==> config.mk <==
export PLATFORM = sky130hd
export DESIGN_NAME = mux_unstriping
export DESIGN_NICKNAME = d
export VERILOG_FILES = /design/src/rtl/mux_unstriping.sv
export SDC_FILE = /design/constraint.sdc
export NUM_CORES = 1
export LEC_CHECK = 0
export CAP_MARGIN = 30
export CELL_PAD_IN_SITES_DETAIL_PLACEMENT = 0
export CELL_PAD_IN_SITES_GLOBAL_PLACEMENT = 2
export CORE_MARGIN = 5
export CORE_UTILIZATION = 52
export CTS_CLUSTER_SIZE = 20
export DETAILED_ROUTE_END_ITERATION = 8
export DONT_BUFFER_PORTS = 1
export GPL_TIMING_DRIVEN = 0
export PLACE_DENSITY_LB_ADDON = 0.1
export SYNTH_ARGS = -nofsm -noshare
export SYNTH_HDL_FRONTEND = slang
export SYNTH_SLANG_ARGS = --single-unit
==> constraint.sdc <==
create_clock -name clk_2f -period 3.56 [get_ports clk_2f]
set_input_delay 0.712 -clock clk_2f [delete_from_list [all_inputs] [get_ports clk_2f]]
set_output_delay 0.712 -clock clk_2f [all_outputs]
set_load 0.05 [all_outputs]
==> src/rtl/mux_unstriping.sv <==
// Two-lane unstriping receiver: per-lane elastic FIFOs feeding a strict
// lane-0/lane-1 round-robin reader that restores the original word order.
module mux_unstriping #(
  parameter int DATA_W = 32,
  parameter int DEPTH  = 4
) (
  input  logic              clk_2f,
  input  logic              reset,
  input  logic [DATA_W-1:0] data_in0,
  input  logic              valid_in0,
  input  logic [DATA_W-1:0] data_in1,
  input  logic              valid_in1,
  output logic              ready_0,
  output logic              ready_1,
  output logic [DATA_W-1:0] data_out,
  output logic              valid_out,
  output logic              overflow_0,
  output logic              overflow_1,
  output logic              dbg_sel
);

  // Handshake: a lane word is taken on any cycle valid_inN is high; readyN
  // only advertises space. A word arriving with no space is dropped and
  // flagged sticky in overflow_N. valid_out has no back-pressure.

  localparam int PTR_W = (DEPTH > 1) ? $clog2(DEPTH) : 1;
  localparam int CNT_W = PTR_W + 1;
  localparam logic [CNT_W-1:0] FULL = CNT_W'(DEPTH);

  typedef enum logic {LANE0 = 1'b0, LANE1 = 1'b1} sel_e;

  sel_e              sel_q, sel_d;
  logic [DATA_W-1:0] data_out_q, data_out_d;
  logic              valid_out_q, valid_out_d;

  logic [PTR_W-1:0]  wr_ptr_q [2];
  logic [PTR_W-1:0]  wr_ptr_d [2];
  logic [PTR_W-1:0]  rd_ptr_q [2];
  logic [PTR_W-1:0]  rd_ptr_d [2];
  logic [CNT_W-1:0]  cnt_q    [2];
  logic [CNT_W-1:0]  cnt_d    [2];
  logic              ovf_q    [2];
  logic              ovf_d    [2];

  logic [DATA_W-1:0] mem_q [2][DEPTH];
  logic [DATA_W-1:0] din   [2];
  logic              vin   [2];
  logic              rd    [2];
  logic              wr    [2];
  logic              sel_idx;

  assign din[0]  = data_in0;
  assign din[1]  = data_in1;
  assign vin[0]  = valid_in0;
  assign vin[1]  = valid_in1;
  assign sel_idx = (sel_q == LANE1);

  // Reads come only from the selected lane; a full lane being read this
  // cycle can still accept a write because the head slot is freed.
  always_comb begin
    for (int l = 0; l < 2; l++) begin
      rd[l] = (sel_idx == l[0]) && (cnt_q[l] != '0);
      wr[l] = vin[l] && ((cnt_q[l] != FULL) || rd[l]);
    end
  end

  always_comb begin
    sel_d       = sel_q;
    data_out_d  = data_out_q;
    valid_out_d = 1'b0;
    for (int l = 0; l < 2; l++) begin
      wr_ptr_d[l] = wr_ptr_q[l];
      rd_ptr_d[l] = rd_ptr_q[l];
      cnt_d[l]    = cnt_q[l];
      ovf_d[l]    = ovf_q[l] | (vin[l] & ~wr[l]);
      if (wr[l]) wr_ptr_d[l] = wr_ptr_q[l] + PTR_W'(1);
      if (rd[l]) rd_ptr_d[l] = rd_ptr_q[l] + PTR_W'(1);
      if (wr[l] && !rd[l])      cnt_d[l] = cnt_q[l] + CNT_W'(1);
      else if (rd[l] && !wr[l]) cnt_d[l] = cnt_q[l] - CNT_W'(1);
    end
    if (rd[0] || rd[1]) begin
      data_out_d  = mem_q[sel_idx][rd_ptr_q[sel_idx]];
      valid_out_d = 1'b1;
      sel_d       = (sel_q == LANE0) ? LANE1 : LANE0;
    end
  end

  always_ff @(posedge clk_2f or posedge reset) begin
    if (reset) begin
      sel_q       <= LANE0;
      data_out_q  <= '0;
      valid_out_q <= 1'b0;
      for (int l = 0; l < 2; l++) begin
        wr_ptr_q[l] <= '0;
        rd_ptr_q[l] <= '0;
        cnt_q[l]    <= '0;
        ovf_q[l]    <= 1'b0;
      end
    end else begin
      sel_q       <= sel_d;
      data_out_q  <= data_out_d;
      valid_out_q <= valid_out_d;
      for (int l = 0; l < 2; l++) begin
        wr_ptr_q[l] <= wr_ptr_d[l];
        rd_ptr_q[l] <= rd_ptr_d[l];
        cnt_q[l]    <= cnt_d[l];
        ovf_q[l]    <= ovf_d[l];
      end
    end
  end

  // Storage needs no reset: occupancy is governed entirely by the counters.
  always_ff @(posedge clk_2f) begin
    for (int l = 0; l < 2; l++) begin
      if (wr[l]) mem_q[l][wr_ptr_q[l]] <= din[l];
    end
  end

  assign ready_0    = (cnt_q[0] != FULL);
  assign ready_1    = (cnt_q[1] != FULL);
  assign data_out   = data_out_q;
  assign valid_out  = valid_out_q;
  assign overflow_0 = ovf_q[0];
  assign overflow_1 = ovf_q[1];
  assign dbg_sel    = sel_q;

endmodule

==> key figures <==
Drt
  – DRT Wirelength: 23510 µm
  – Wire per inst: 25.50 µm
  – Detailed Routing Iterations Pass 1: 5
  – DRT iter0 DRCs: 378
  – DRC violations left: 0
  – Vias/cell: 5.832
  – Antenna-violating nets left: 0
  – Vias: 5377

Die
  – Row count: 54
  – Initial Util: 53.03%
  – Boundary Pins: 106
  – CORE AREA: 0.02196 mm²
  – Die width: 159.6 µm
  – Area of the die: 0.02549 mm²
  – Die Y: 159.6 µm

Worst setup path
  – CP delay by family, top: buffers and inverters
  – Worst path max stage delay: 0.57 ns
  – CP max-delay cell: dfrtp_1
  – Critical path launch point type: flop
  – R2R setup slack: 0.78 ns
  – Crit path max fanout: 10
  – Critical path type: flop to flop
  – Critical Path RT: 4.00 ns
  – Most frequent CP cell: inv_1
  – Worst Setup End Kind: flop
  – CP Data Arrival Time: 3.22 ns
  – CP cell instances: buf_6, nor2_1, buf_2, inv_1, ha_1, inv_1, fa_1, mux2_2
  – CP Buf/Inv Count: 4

Job
  – Max-Cap Viols: 0

Timing
  – Fmax: 0.3596 GHz
  – Fin Setup TNS: 0 ns
  – Final hold violation count: 0
  – Worst Max-Slew Pin Slew: 0.9081 ns
  – Max Slew Vio Count: 0
  – Min Clock Period, post-route: 2.781 ns
  – RSZ-0062 raised after global routing: false
  – Final worst slack: 0.7792 ns
  – Max-slew headroom: 39.46%
  – Final Skew: 0.01939 ns
  – Setup-failing EPs final: 0
  – Final worst-path cycle share: 78.11%

Placed design
  – Routability cong.: 0.7377
  – HPWL after DPL: 15530 µm
  – Pre-CTS setup slack: 0.7518 ns
  – IO Port Bufs: 0

Yosys
  – Post-synthesis cell type count: 36
  – Post-Syn Area: 0.01164 mm²
  – EDFF count, synth: 256
  – Syn Inst Count: 578
  – Syn_area_per_cell: 20.15 µm²
  – Top-count cell post-synth: edfxtp_1
  – Synth Flop Type: edfxtp_1
  – Sequential area share after synthesis: 76.76%
  – Leading area contributor after synthesis: edfxtp_1
  – Fraction of registers with async set/reset: 16.34%
  – Synth area leaders: edfxtp_1, dfrtp_1, mux2i_1, mux4_2, a221o_1
  – Syn_nets: 658
  – Synth warn: 0
  – Synth Register Bits: 306
  – Proportion of netlist area held by the largest area contributor: 66.01%
  – Synth top cells by count: edfxtp_1, mux2i_1, dfrtp_1

Finish
  – Area of the multi-input gates: 0.002477 mm²
  – Filler cell count: 1585
  – ANT cells: 0
  – FF/Latch Area: 0.008939 mm²
  – Layout area overhead: 12.24%
  – Final-stage net count: 697
  – Share of layout cells above drive strength 1: 17.91%

Global route
  – Initial antenna violation count: 0
  – Global-route wire length before repair: 35560 µm
  – GRT Resource Usage Total: 18.46%
  – Vias in the first global route: 5576
  – Largest net degree at the start of global routing: 39
  – Gr ovfl total: 0

Power
  – Power Internal: 8.288 mW
  – Pwr dens: 988.3 mW/mm²
  – Comb power frac: 30.6%
  – Reg power frac: 46.2%
  – P_sw: 4.630 mW
  – LEAKAGE: 4.652 nW
  – Sw frac: 35.84%
  – VDD IR max: 0.0005782 V
  – Clock Power Share: 23.2%

CTS
  – Clk buf depth: 3
  – Resize count post-CTS: 0
  – Post-CTS setup buffer count: 0
  – Clock Sinks: 306
  – CTS root buf: clkbuf_16
  – Hold-fix buffers, CTS: 1
  – Reg clk slew, reported paths: 0.06 ns
  – Htree depth: 1
  – CTS tree: done
  – Worst-Skew Late Latency: 0.55 ns
  – Num CTS Buffers: 31

Min path
  – Hold Path Class: primary input to flop

Run status
  – Status: finished clean
==> through the flow <==
stage	cells	total power [mW]	cell area, µm²	util (%)	hold slack [ns]
after global placement	858	9.924	12000	54.63	0.4957
after global routing	922	13.54	13070	59.52	0.2192
final	922	12.92	13070	59.52	0.2505
after CTS	922	13.07	13070	59.52	0.2172
after detailed placement	863	10.07	12110	55.13	0.5036
after floorplan	578	8.785	11640	-	0.4765
==> power groups by stage <==
stage	Sequential [mW]	Clock, mW	Combinational, mW
after floorplan	5.90	0	2.88
after global placement	6.05	0	3.88
after detailed placement	6.05	0	4.02
after CTS	5.98	3.06	4.03
after global routing	6.04	3.22	4.28
final	5.97	2.99	3.96
==> layout make-up <==
class,count,area share [%]
plain buffers,28,1.513
clock buffers,41,6.452
clock inverters,17,0.8520
inverters,11,0.3159
multi-input cells,233,18.95
flip-flops and latches,306,68.39
well taps,280,2.680
repair buffers,6,0.8424
==> cell usage in the layout (no fill, tap or decap), types with 6 or more instances in the layout <==
master,count
dfrtp_1,50
o22ai_1,27
clkinv_1,8
nor2_1,6
buf_2,11
xnor2_1,7
mux2i_1,62
buf_6,7
and2_2,8
nand2_1,15
mux4_2,26
ha_1,10
clkbuf_1,10
clkbuf_16,31
inv_1,10
nand3_1,6
a221o_1,27
edfxtp_1,256
mux4_1,6
buf_4,7
==> sequential cells by signal, indices dropped and copies added, names as in the netlist <==
name	count
overflow_0	1
valid_out	1
overflow_1	1
cnt_q	6
rd_ptr_q	4
dbg_sel	1
wr_ptr_q	4
mem_q	256
data_out	32
==> layer usage <==
layer / global-route usage (%) / up-vias / wire, µm
li1: - / 2419 / -
met1: 26.98 / 2753 / 10400
met2: 27.48 / 167 / 10640
met3: 6.082 / 38 / 2013
met4: 4.142 / 0 / 454
met5: 0 / - / 0
==> cell families (layout without fill, tap and decap cells) <==
kind of cell | Yosys count | in the layout | share of synthesized area (%)
buffers and inverters | 39 | 103 | 2.052
multiplexers | 101 | 101 | 12.58
AND/OR/NAND/NOR | 44 | 44 | 1.837
AO/OA/AOI/OAI | 65 | 65 | 4.523
adder cells (fa/ha/maj) | 12 | 12 | 1.418
flip-flops | 306 | 306 | 76.76
XOR/XNOR | 11 | 11 | 0.8273
==> worst paths after layout <==
kind,from,to,depth (start not counted)
min,data_in0[22],mem_q[0][86]$_DFFE_PP_,0
max in group asynchronous,reset,data_out[5]$_DFFE_PP0P_,3
min reg2reg,cnt_q[2]$_DFFE_PP0P_,cnt_q[2]$_DFFE_PP0P_,1
min in group asynchronous,reset,overflow_0$_DFF_PP0_,2
max reg2reg,dbg_sel$_DFFE_PP0P_,cnt_q[4]$_DFFE_PP0P_,8
max,dbg_sel$_DFFE_PP0P_,cnt_q[4]$_DFFE_PP0P_,8
No activity file was read; power rests on OpenSTA's default activity.
